`config.mk`:
```
export PLATFORM = sky130hd
export DESIGN_NAME = grf_wb_arbiter
export DESIGN_NICKNAME = d
export VERILOG_FILES = /design/src/rtl/grf_wb_arbiter_pkg.sv /design/src/rtl/grf_wb_arbiter_wb_fifo.sv /design/src/rtl/grf_wb_arbiter.sv
export SDC_FILE = /design/constraint.sdc
export NUM_CORES = 1
export LEC_CHECK = 0
export ABC_AREA = 1
export BUFFER_PORTS_ARGS = -buffer_cell sky130_fd_sc_hd__buf_4
export CORE_MARGIN = 2
export CORE_UTILIZATION = 50
export CTS_BUF_LIST = sky130_fd_sc_hd__clkbuf_16
export CTS_CLUSTER_DIAMETER = 100
export DETAILED_ROUTE_END_ITERATION = 7
export PLACE_DENSITY = 0.78
export SYNTH_ARGS = -nofsm -noshare
export SYNTH_HDL_FRONTEND = slang
export SYNTH_HIERARCHICAL = 1
export SYNTH_SLANG_ARGS = --single-unit
```
`constraint.sdc`:
```
create_clock -name Clk -period 9.2 [get_ports Clk]
set_input_delay 1.84 -clock Clk [delete_from_list [all_inputs] [get_ports Clk]]
set_output_delay 1.84 -clock Clk [all_outputs]
set_load 0.01 [all_outputs]
```
`src/rtl/grf_wb_arbiter_pkg.sv`:
```
// Shared widths, register-zero constant, source tags and FIFO entry type for the GRF write-side arbiter.
package grf_wb_arbiter_pkg;

  localparam int GRF_ADDR_W = 5;
  localparam int GRF_DATA_W = 32;
  localparam int GRF_REGS   = 32;
  localparam logic [GRF_ADDR_W-1:0] REG_ZERO = 5'd0;

  typedef enum logic {
    SRC_PW = 1'b0,
    SRC_MD = 1'b1
  } src_e;

  typedef struct packed {
    logic [GRF_ADDR_W-1:0] addr;
    logic [GRF_DATA_W-1:0] data;
    logic [GRF_DATA_W-1:0] pc4;
  } wb_entry_t;

  function automatic logic [GRF_REGS-1:0] reg_onehot(input logic [GRF_ADDR_W-1:0] a);
    reg_onehot = 32'd1 << a;
  endfunction

endpackage

```
`src/rtl/grf_wb_arbiter_wb_fifo.sv`:
```
// DEPTH-entry {addr, data, pc4} FIFO holding mult/div results, with a per-slot valid/address view.
module grf_wb_arbiter_wb_fifo
  import grf_wb_arbiter_pkg::*;
#(
  parameter int DEPTH = 4
) (
  input  logic                             Clk,
  input  logic                             Reset,
  input  logic                             push,
  input  logic                             pop,
  input  wb_entry_t                        din,
  output wb_entry_t                        head,
  output logic                             full,
  output logic                             empty,
  output logic [$clog2(DEPTH):0]           count,
  output logic [DEPTH-1:0]                 entry_valid,
  output logic [DEPTH*GRF_ADDR_W-1:0]      entry_addr
);

  localparam int PTR_W = $clog2(DEPTH);
  localparam int CNT_W = PTR_W + 1;

  wb_entry_t               mem_r [DEPTH];
  logic [PTR_W-1:0]        wr_ptr_r;
  logic [PTR_W-1:0]        rd_ptr_r;
  logic [CNT_W-1:0]        count_r;
  logic [DEPTH-1:0]        valid_r;
  logic                    push_s;
  logic                    pop_s;

  assign full        = (count_r == CNT_W'(DEPTH));
  assign empty       = (count_r == {CNT_W{1'b0}});
  assign count       = count_r;
  assign entry_valid = valid_r;
  assign head        = mem_r[rd_ptr_r];
  assign push_s      = push & ~full;
  assign pop_s       = pop & ~empty;

  // Flatten stored destination addresses for the pending decode.
  always_comb begin
    entry_addr = '0;
    for (int i = 0; i < DEPTH; i++) begin
      entry_addr[i*GRF_ADDR_W +: GRF_ADDR_W] = mem_r[i].addr;
    end
  end

  // Storage, pointers, occupancy and slot-valid bits; pointers wrap naturally.
  always_ff @(posedge Clk) begin
    if (!Reset) begin
      wr_ptr_r <= {PTR_W{1'b0}};
      rd_ptr_r <= {PTR_W{1'b0}};
      count_r  <= {CNT_W{1'b0}};
      valid_r  <= {DEPTH{1'b0}};
      for (int i = 0; i < DEPTH; i++) begin
        mem_r[i] <= '0;
      end
    end else begin
      if (push_s) begin
        mem_r[wr_ptr_r]   <= din;
        valid_r[wr_ptr_r] <= 1'b1;
        wr_ptr_r          <= wr_ptr_r + PTR_W'(1);
      end
      if (pop_s) begin
        valid_r[rd_ptr_r] <= 1'b0;
        rd_ptr_r          <= rd_ptr_r + PTR_W'(1);
      end
      case ({push_s, pop_s})
        2'b10:   count_r <= count_r + CNT_W'(1);
        2'b01:   count_r <= count_r - CNT_W'(1);
        default: count_r <= count_r;
      endcase
    end
  end

endmodule

```
`src/rtl/grf_wb_arbiter.sv`:
```
// Merges pipeline WB and buffered mult/div results onto the single GRF write port.
// Optional macro GRF_WB_TRACE_EN prints a line for every GRF write with its source tag.
module grf_wb_arbiter
  import grf_wb_arbiter_pkg::*;
#(
  parameter int DEPTH      = 4,
  parameter int STARVE_MAX = 8
) (
  input  logic                  Clk,
  input  logic                  Reset,
  input  logic                  pw_valid,
  input  logic [GRF_ADDR_W-1:0] pw_addr,
  input  logic [GRF_DATA_W-1:0] pw_data,
  input  logic [GRF_DATA_W-1:0] pw_pc4,
  input  logic                  md_valid,
  output logic                  md_ready,
  input  logic [GRF_ADDR_W-1:0] md_addr,
  input  logic [GRF_DATA_W-1:0] md_data,
  input  logic [GRF_DATA_W-1:0] md_pc4,
  output logic                  grf_we,
  output logic [GRF_ADDR_W-1:0] grf_a3,
  output logic [GRF_DATA_W-1:0] grf_wd,
  output logic [GRF_DATA_W-1:0] grf_pc4,
  output logic [GRF_REGS-1:0]   pending,
  output logic                  stall_req
);

  localparam int STV_W = $clog2(STARVE_MAX + 1);
  localparam logic [STV_W-1:0] STARVE_TOP = STV_W'(STARVE_MAX);

  wb_entry_t                     md_entry_s;
  wb_entry_t                     head_s;
  logic                          fifo_full_s;
  logic                          fifo_empty_s;
  logic [$clog2(DEPTH):0]        fifo_count_s;
  logic [DEPTH-1:0]              entry_valid_s;
  logic [DEPTH*GRF_ADDR_W-1:0]   entry_addr_s;
  logic                          push_s;
  logic                          pop_s;
  logic [GRF_REGS-1:0]           pending_s;
  logic [STV_W-1:0]              starve_next_s;
  logic [STV_W-1:0]              starve_r;
  logic                          stall_req_r;
  logic                          grf_we_r;
  logic [GRF_ADDR_W-1:0]         grf_a3_r;
  logic [GRF_DATA_W-1:0]         grf_wd_r;
  logic [GRF_DATA_W-1:0]         grf_pc4_r;

  // $0 results are acknowledged but never buffered.
  assign md_entry_s = '{addr: md_addr, data: md_data, pc4: md_pc4};
  assign push_s     = md_valid & ~fifo_full_s & (md_addr != REG_ZERO);
  assign pop_s      = ~pw_valid & ~fifo_empty_s;

  grf_wb_arbiter_wb_fifo #(.DEPTH(DEPTH)) u_fifo (
    .Clk         (Clk),
    .Reset       (Reset),
    .push        (push_s),
    .pop         (pop_s),
    .din         (md_entry_s),
    .head        (head_s),
    .full        (fifo_full_s),
    .empty       (fifo_empty_s),
    .count       (fifo_count_s),
    .entry_valid (entry_valid_s),
    .entry_addr  (entry_addr_s)
  );

  // Registers with buffered writes outstanding.
  always_comb begin
    pending_s = '0;
    for (int i = 0; i < DEPTH; i++) begin
      if (entry_valid_s[i]) begin
        pending_s = pending_s | reg_onehot(entry_addr_s[i*GRF_ADDR_W +: GRF_ADDR_W]);
      end else begin
        pending_s = pending_s;
      end
    end
    pending_s[0] = 1'b0;
  end

  // Next starvation count: reset by a drain or an empty FIFO, saturating otherwise.
  always_comb begin
    starve_next_s = starve_r;
    if (pop_s || (fifo_count_s == '0)) begin
      starve_next_s = {STV_W{1'b0}};
    end else if (pw_valid && (starve_r != STARVE_TOP)) begin
      starve_next_s = starve_r + STV_W'(1);
    end else begin
      starve_next_s = starve_r;
    end
  end

  // Starvation counter and registered stall request.
  always_ff @(posedge Clk) begin
    if (!Reset) begin
      starve_r    <= {STV_W{1'b0}};
      stall_req_r <= 1'b0;
    end else begin
      starve_r    <= starve_next_s;
      stall_req_r <= (starve_next_s == STARVE_TOP);
    end
  end

  // Issue selection: pipeline first, then FIFO head; idle cycles hold the data fields.
  always_ff @(posedge Clk) begin
    if (!Reset) begin
      grf_we_r  <= 1'b0;
      grf_a3_r  <= 5'd0;
      grf_wd_r  <= 32'd0;
      grf_pc4_r <= 32'd0;
    end else if (pw_valid) begin
      grf_we_r  <= 1'b1;
      grf_a3_r  <= pw_addr;
      grf_wd_r  <= pw_data;
      grf_pc4_r <= pw_pc4;
    end else if (!fifo_empty_s) begin
      grf_we_r  <= 1'b1;
      grf_a3_r  <= head_s.addr;
      grf_wd_r  <= head_s.data;
      grf_pc4_r <= head_s.pc4;
    end else begin
      grf_we_r  <= 1'b0;
    end
  end

`ifdef GRF_WB_TRACE_EN
  src_e src_r;

  // Source tag of the write currently on the GRF port.
  always_ff @(posedge Clk) begin
    if (!Reset) begin
      src_r <= SRC_PW;
    end else if (pw_valid) begin
      src_r <= SRC_PW;
    end else if (!fifo_empty_s) begin
      src_r <= SRC_MD;
    end else begin
      src_r <= src_r;
    end
  end

  // Write trace.
  always @(posedge Clk) begin
    if (grf_we_r) begin
      $display("%d@%h: $%d <= %h %0s", $time, grf_pc4_r - 32'd4, grf_a3_r, grf_wd_r,
               (src_r == SRC_MD) ? "MD" : "PW");
    end
  end
`endif

  assign grf_we    = grf_we_r;
  assign grf_a3    = grf_a3_r;
  assign grf_wd    = grf_wd_r;
  assign grf_pc4   = grf_pc4_r;
  assign stall_req = stall_req_r;
  assign md_ready  = ~fifo_full_s;
  assign pending   = pending_s;

endmodule
```
==> run summary, run 1 <==
Unrepaired setup endpoints after global routing = false
Cells along the critical path = buf_4 -> nor3_1 -> nand2_1 -> nand3_1 -> inv_1 -> nand4_4 -> buf_4 -> nand2_1 -> nor2_4 -> buf_4
Avg WL per Cell = 18.8 um
CTS clk-pin slew, worst paths = 0.06 ns
Initial antenna violation count = 1
Placement Cell Area = 19,800 um2
Worst vdd ir = 0.148 mV
Power Density = 245 nW/um2
Clock Latency Late Sink = 0.54 ns
Placed Cells = 2,560
Slew HR = 0.187
Number of clock sinks = 364
Mapped Area = 18,000 um2
Layout Utilization = 0.593
Syn Inst Count = 1,996
Pre-CTS setup slack = 3.81 ns
Num CTS Buffers = 39
Hold Violations, Final = 0
First-pass GRT wire length = 78,600 um
Largest net degree at the start of global routing = 107
Footprint of the multi-input gates = 6380 um2
Fmax achieved = 206 MHz
PortBufs = 244
Root Driver = clkbuf_16
Via count of the first global-routing pass = 14,300
Crit path DAT = 5.02 ns
Crit path buf inv count = 4
First-pass DRT Iterations = 5
RR Endpoint = u_fifo/mem_r[3][51]$_DFFE_PP_
Storage cell area = 10,100 um2
Total I/O pin count = 246
Sequential fraction of the synthesis area = 0.558
Critical path class = primary input to flop
Post-synth cell types = 36
Maximum clock path buffer count = 3
Die X = 194 um
CP top delay family = buffers and inverters
Fraction of layout cells with a size suffix above 1 = 0.199
Critical Path RT = 9.36 ns
Total negative slack = 0 ns
Slowest CP cell = buf_4
CP Launch Point = md_addr[3]
Starting density of the core = 0.507
Final net count = 2,294
Global Route Usage Sum = 0.261
Die area = 37,500 um2
Critical Path Most Common Cell = buf_4
Core Box Area = 35,500 um2
Row cnt = 69
Crit end category = flop
Final non-filler cell total = 2,632
Worst setup SP type = primary input
Max-cap violations = 0
Post-CTS sizing = 0
Final setup vio count = 0
Syn Nets = 2,150
Fin crit share = 0.528
Via total after detailed routing = 14,800
DRC Markers = 0
Status = complete, no violations
Post-route ant nets = 0
HPWL Detailed = 30,800 um
P&R area growth vs syn = 16.8%
Ys Warns = 6
Post-Route WL = 49,600 um
Leakage = 9.05 nW
R2r worst-path depth = 11
Tightest Pin Transition = 1.21 ns
Drt first-iter violations = 1,481
Final Skew = 0.0188 ns
CP max FO = 62
Max H-tree Level = 2
# diodes = 0
Post-CTS setup buffers = 0
Vias per Instance = 5.61
Final setup margin = 4.34 ns
CTS tree = yes
Max stage delay on crit path = 0.72 ns
CP Depth = 10
Worst Hold Class = flop to flop
Hold_ws = 0.474 ns
End point of the critical path = u_fifo/mem_r[3][51]$_DFFE_PP_
Tmin final = 4.86 ns
Synth Register Bits = 364
R2r setup slk = 5.12 ns
Pwr Total = 5.16 mW
GPL Wtd Cong = 0.938
Reg-to-reg startpoint = u_fifo/count[0]$_SDFFE_PN0P_
Cts hold-fix bufs = 0
Grt total ovfl = 0
Number of fill cells in the layout = 3,028
Die H = 194 um
Mean post-synth cell area = 9.02 um2
Cell area after layout = 21,000 um2
Fin. max-slew vios = 0
[cell usage after synthesis]
cell       instances  area, um2
nand2_4            1       11.3
nor2_2             3       18.8
nor3_2            84        841
nand3_1          133        666
clkbuf_1          55        206
edfxtp_1         276       8290
nor2_1           251        942
buf_1              1       3.75
nor2_4             2       22.5
inv_1            201        754
buf_4             23        173
dfxtp_1           88       1760
a21oi_2            1       8.76
o221ai_1           5       43.8
o211ai_1           4       30.0
nand2_1          359       1350
nand3b_1           2       15.0
o21ai_0          152        761
inv_2              9       33.8
nand4_2            2       25.0
o22ai_1           71        444
a21oi_1           14       70.1
ha_1              11        138
buf_2             63        315
nand2_2            1       6.26
nor3_1           142        711
o2111ai_1         11       96.3
buf_6             12        135
fa_1               1       20.0
nand3_2            2       20.0
conb_1             1       3.75
clkbuf_2           3       15.0
o21ai_1            1       5.00
nand4_1            8       50.1
a22oi_1            2       15.0
clkinv_1           1       3.75
[worst min-delay path by stage]
| stage | from | endpoint | slack, ns | depth (start not counted) |
|---|---|---|---|---|
| 2_1_floorplan | u_fifo/entry_valid[0]$_SDFF_PN0_ | u_fifo/entry_valid[0]$_SDFF_PN0_ | 0.43 | 2 |
| 3_3_place_gp | u_fifo/entry_valid[3]$_SDFF_PN0_ | u_fifo/entry_valid[3]$_SDFF_PN0_ | 0.46 | 2 |
| 3_5_place_dp | u_fifo/entry_valid[0]$_SDFF_PN0_ | u_fifo/entry_valid[0]$_SDFF_PN0_ | 0.46 | 2 |
| 4_1_cts | u_fifo/entry_valid[0]$_SDFF_PN0_ | u_fifo/entry_valid[0]$_SDFF_PN0_ | 0.47 | 2 |
| 5_1_grt | u_fifo/entry_valid[0]$_SDFF_PN0_ | u_fifo/entry_valid[0]$_SDFF_PN0_ | 0.49 | 2 |
| 6_report | u_fifo/entry_valid[0]$_SDFF_PN0_ | u_fifo/entry_valid[0]$_SDFF_PN0_ | 0.47 | 2 |
[power by group]
group / internal (mW) / switching, mW
clock network: 0.908 / 0.641
registers: 2.05 / 0.134
logic: 0.432 / 0.995
total: 3.39 / 1.77
[area by class of cell]
class | instances | share of cell area
Timing Repair Buffer | 260 | 0.0928
Clock buffer | 40 | 0.0476
Tap cell | 461 | 0.0274
Inverter | 211 | 0.0379
Clock inverter | 32 | 0.0129
Multi-Input combinational cell | 1264 | 0.303
Sequential cell | 364 | 0.478
[layer usage]
metal | wire (um) | up-vias | GRT usage
li1 | - | 7022 | -
met1 | 20900 | 7013 | 0.362
met2 | 24000 | 641 | 0.430
met3 | 3760 | 79 | 0.0384
met4 | 983 | 2 | 0.0693
met5 | 13 | - | 0
[layout by cell type, fill, tap and decap left out, types with 2 or more instances in the layout]
cell type,instances
a21oi_1,14
a22oi_1,2
buf_4,260
bufinv_16,4
clkbuf_16,40
clkinv_1,8
clkinv_2,12
dfxtp_1,85
dfxtp_4,2
edfxtp_1,276
ha_1,11
inv_1,205
inv_2,8
nand2_1,359
nand3_1,133
nand3b_1,2
nand4_1,8
nand4_4,2
nor2_1,250
nor2_2,3
nor2_4,3
nor3_1,142
nor3_2,84
o2111ai_1,11
o211ai_1,4
o21ai_0,149
o21ai_4,3
o221ai_1,5
o22ai_1,71
[worst min-delay path: stages (launching register included)]
cell     delay [ns]
dfxtp_1        0.32
inv_1          0.05
a21oi_1        0.05
[sequential cells by signal, indices dropped and copies added, names as in the netlist, 2 cells and up, named ones only]
signal and flops:
u_fifo/entry_valid 4, u_fifo/count 3, grf_a3 5, grf_pc4 32, u_fifo/rd_ptr_r 2, grf_wd 32, starve_r 4, u_fifo/wr_ptr_r 2
u_fifo/mem_r 276
[kinds of logic after synthesis]
group,synth area share
and+or+nand+nor,0.260
adders and majority gates,0.00876
DFF,0.558
buffers and inverters,0.0911
AOI/OAI and AO/OA,0.0819
other,0.000208
(Power assumes the default switching activity.)
==> inputs of run 2 (changes only) <==
clock period = 4.9 ns   (was 9.2 ns; I/O delays follow)
==> run 2 against run 1 <==
- cell count increased by 0.15%
- combinational power rose by 86%
- via count is 0.50% higher
- clock skew is 0.010 ns lower
- die area unchanged
- worst hold slack got worse by 0.0021 ns
- global-route usage increased by 0.37 points
- sequential power rose by 89%
- routed wire length grew 1.9%
- utilization decreased by 0.092 points
- critical path depth fell by 6
- critical endpoint is now pending[12]
==> run summary, run 2 (synthesis results as in run 1) <==
End point of the critical path = pending[12] (was u_fifo/mem_r[3][51]$_DFFE_PP_)
CP Launch Point = u_fifo/mem_r[0][64]$_SDFFCE_PN0P_ (was md_addr[3])
CTS tree = yes (unchanged)
Maximum clock path buffer count = 3 (unchanged)
Cells along the critical path = nor3_1 -> nand3_1 -> o2111ai_1 -> buf_4 (was buf_4 -> nor3_1 -> nand2_1 -> nand3_1 -> inv_1 -> nand4_4 -> buf_4 -> nand2_1 -> nor2_4 -> buf_4)
Worst Hold Class = flop to flop (unchanged)
Post-CTS sizing = 0 (unchanged)
Cts hold-fix bufs = 0 (unchanged)
Post-Route WL = 50,500 um (was 49,600 um)
Status = complete, no violations (unchanged)
P&R area growth vs syn = 16.7% (was 16.8%)
Power Density = 456 nW/um2 (was 245 nW/um2)
Final non-filler cell total = 2,636 (was 2,632)
First-pass DRT Iterations = 5 (unchanged)
Global Route Usage Sum = 0.264 (was 0.261)
Worst setup SP type = flop (was primary input)
R2r setup slk = 1.75 ns (was 5.12 ns)
Clock Latency Late Sink = 0.52 ns (was 0.54 ns)
Fin crit share = 0.681
Number of fill cells in the layout = 3,035 (was 3,028)
Core Box Area = 35,500 um2 (unchanged)
Drt first-iter violations = 1,132 (was 1,481)
Num CTS Buffers = 39 (unchanged)
Starting density of the core = 0.507 (unchanged)
DRC Markers = 0 (unchanged)
Fmax achieved = 300 MHz
Most common cell after layout, fill and taps aside = nand2_1 (unchanged)
Fraction of layout cells with a size suffix above 1 = 0.198 (was 0.199)
Max stage delay on crit path = 0.71 ns (was 0.72 ns)
CP max FO = 8 (was 62)
Critical path class = flop to output pin (was primary input to flop)
Vias per Instance = 5.63 (was 5.61)
Unrepaired setup endpoints after global routing = false (unchanged)
Placed Cells = 2,566 (was 2,560)
Tmin final = 3.34 ns
Crit end category = output pin (was flop)
Avg WL per Cell = 19.2 um (was 18.8 um)
Via total after detailed routing = 14,800 (about the same)
Root Driver = clkbuf_16 (unchanged)
Row cnt = 69 (unchanged)
Grt total ovfl = 0 (unchanged)
Largest net degree at the start of global routing = 76 (was 107)
PortBufs = 244 (unchanged)
Tightest Pin Transition = 1.06 ns (was 1.21 ns)
Die X = 194 um (unchanged)
First-pass GRT wire length = 79,900 um (was 78,600 um)
Commonest non-fill, non-tap cells in the layout = nand2_1, edfxtp_1, buf_4 (unchanged)
Die area = 37,500 um2 (unchanged)
Max FFs per register = 276 (unchanged)
Hold_ws = 0.472 ns (was 0.474 ns)
Reg-to-reg startpoint = u_fifo/count[1]$_SDFFE_PN0P_ (was u_fifo/count[0]$_SDFFE_PN0P_)
Hold Violations, Final = 0 (unchanged)
Total I/O pin count = 246 (unchanged)
Number of clock sinks = 364 (unchanged)
Layout Utilization = 0.592 (was 0.593)
RR Endpoint = u_fifo/mem_r[1][37]$_SDFFCE_PN0P_ (was u_fifo/mem_r[3][51]$_DFFE_PP_)
Slowest CP cell = nor3_1 (was buf_4)
Via count of the first global-routing pass = 14,900 (was 14,300)
Max H-tree Level = 2 (unchanged)
Post-CTS setup buffers = 0 (unchanged)
Initial antenna violation count = 0 (was 1)
# diodes = 0 (unchanged)
Post-route ant nets = 0 (unchanged)
Critical Path RT = 3.92 ns (was 9.36 ns)
Final Skew = 0.00881 ns (was 0.0188 ns)
Slew HR = 0.290 (was 0.187)
Max-cap violations = 0 (unchanged)
Final net count = 2,300 (was 2,294)
HPWL Detailed = 30,700 um (was 30,800 um)
Crit path DAT = 2.36 ns (was 5.02 ns)
Top reg by flops = u_fifo/mem_r (unchanged)
Final setup vio count = 0 (unchanged)
Worst vdd ir = 0.319 mV (was 0.148 mV)
GPL Wtd Cong = 0.920 (was 0.938)
R2r worst-path depth = 9 (was 11)
Die H = 194 um (unchanged)
CTS clk-pin slew, worst paths = 0.06 ns (about the same)
Fin. max-slew vios = 0 (unchanged)
Leakage = 9.05 nW (about the same)
## run 2: how the worst min path moves through the flow
stage	startpoint	endpoint	slack, ns	cells after the start
floorplan	u_fifo/entry_valid[0]$_SDFF_PN0_	u_fifo/entry_valid[0]$_SDFF_PN0_	0.43	2
global placement	u_fifo/entry_valid[0]$_SDFF_PN0_	u_fifo/entry_valid[0]$_SDFF_PN0_	0.45	2
detailed placement	u_fifo/entry_valid[0]$_SDFF_PN0_	u_fifo/entry_valid[0]$_SDFF_PN0_	0.46	2
CTS	u_fifo/entry_valid[0]$_SDFF_PN0_	u_fifo/entry_valid[0]$_SDFF_PN0_	0.47	2
global route	u_fifo/entry_valid[0]$_SDFF_PN0_	u_fifo/entry_valid[0]$_SDFF_PN0_	0.50	2
finish	u_fifo/entry_valid[0]$_SDFF_PN0_	u_fifo/entry_valid[0]$_SDFF_PN0_	0.47	2
## run 2: area by class of cell
type | count | area, um2 | share of cell area
Sequential cell | 364 | 10100 | 0.479
Multi-Input combinational cell | 1264 | 6380 | 0.304
Timing Repair Buffer | 266 | 2000 | 0.0951
Clock buffer | 39 | 976 | 0.0465
Inverter | 211 | 797 | 0.0380
Tap cell | 461 | 577 | 0.0275
Clock inverter | 31 | 219 | 0.0104
## run 2: metal layers
layer  vias to the layer above  wire (um)  global-route usage
met3                        95       3780              0.0482
met5                         -          0                   0
li1                       7030          -                   -
met1                      7079      21100               0.353
met4                         0       1470              0.0922
met2                       627      24200               0.434
## run 2: worst max-delay path, delay by kind of cell (launching register included)
| family | cells | cell delay, ns |
|---|---|---|
| and+or+nand+nor | 2 | 0.86 |
| buffers and inverters | 1 | 0.20 |
| DFF | 1 | 0.52 |
| AOI/OAI and AO/OA | 1 | 0.25 |
## run 2: metrics by stage
stage / setup TNS (ns) / total power, mW / instance area [um2] / setup WS [ns]
floorplan: -50.66 / 5.94 / 18000 / -0.367
detailed placement: 0 / 6.82 / 19800 / 1.45
CTS: 0 / 9.60 / 21000 / 1.64
finish: 0 / 9.57 / 21000 / 1.56
global route: 0 / 10.1 / 21000 / 1.51
global placement: 0 / 6.74 / 19800 / 1.47
## run 2: power by group
group          switching [mW]  internal [mW]  leakage (nW)
clock                    1.17           1.61         0.628
combinational            1.85          0.815          4.83
sequential              0.282           3.85          3.59
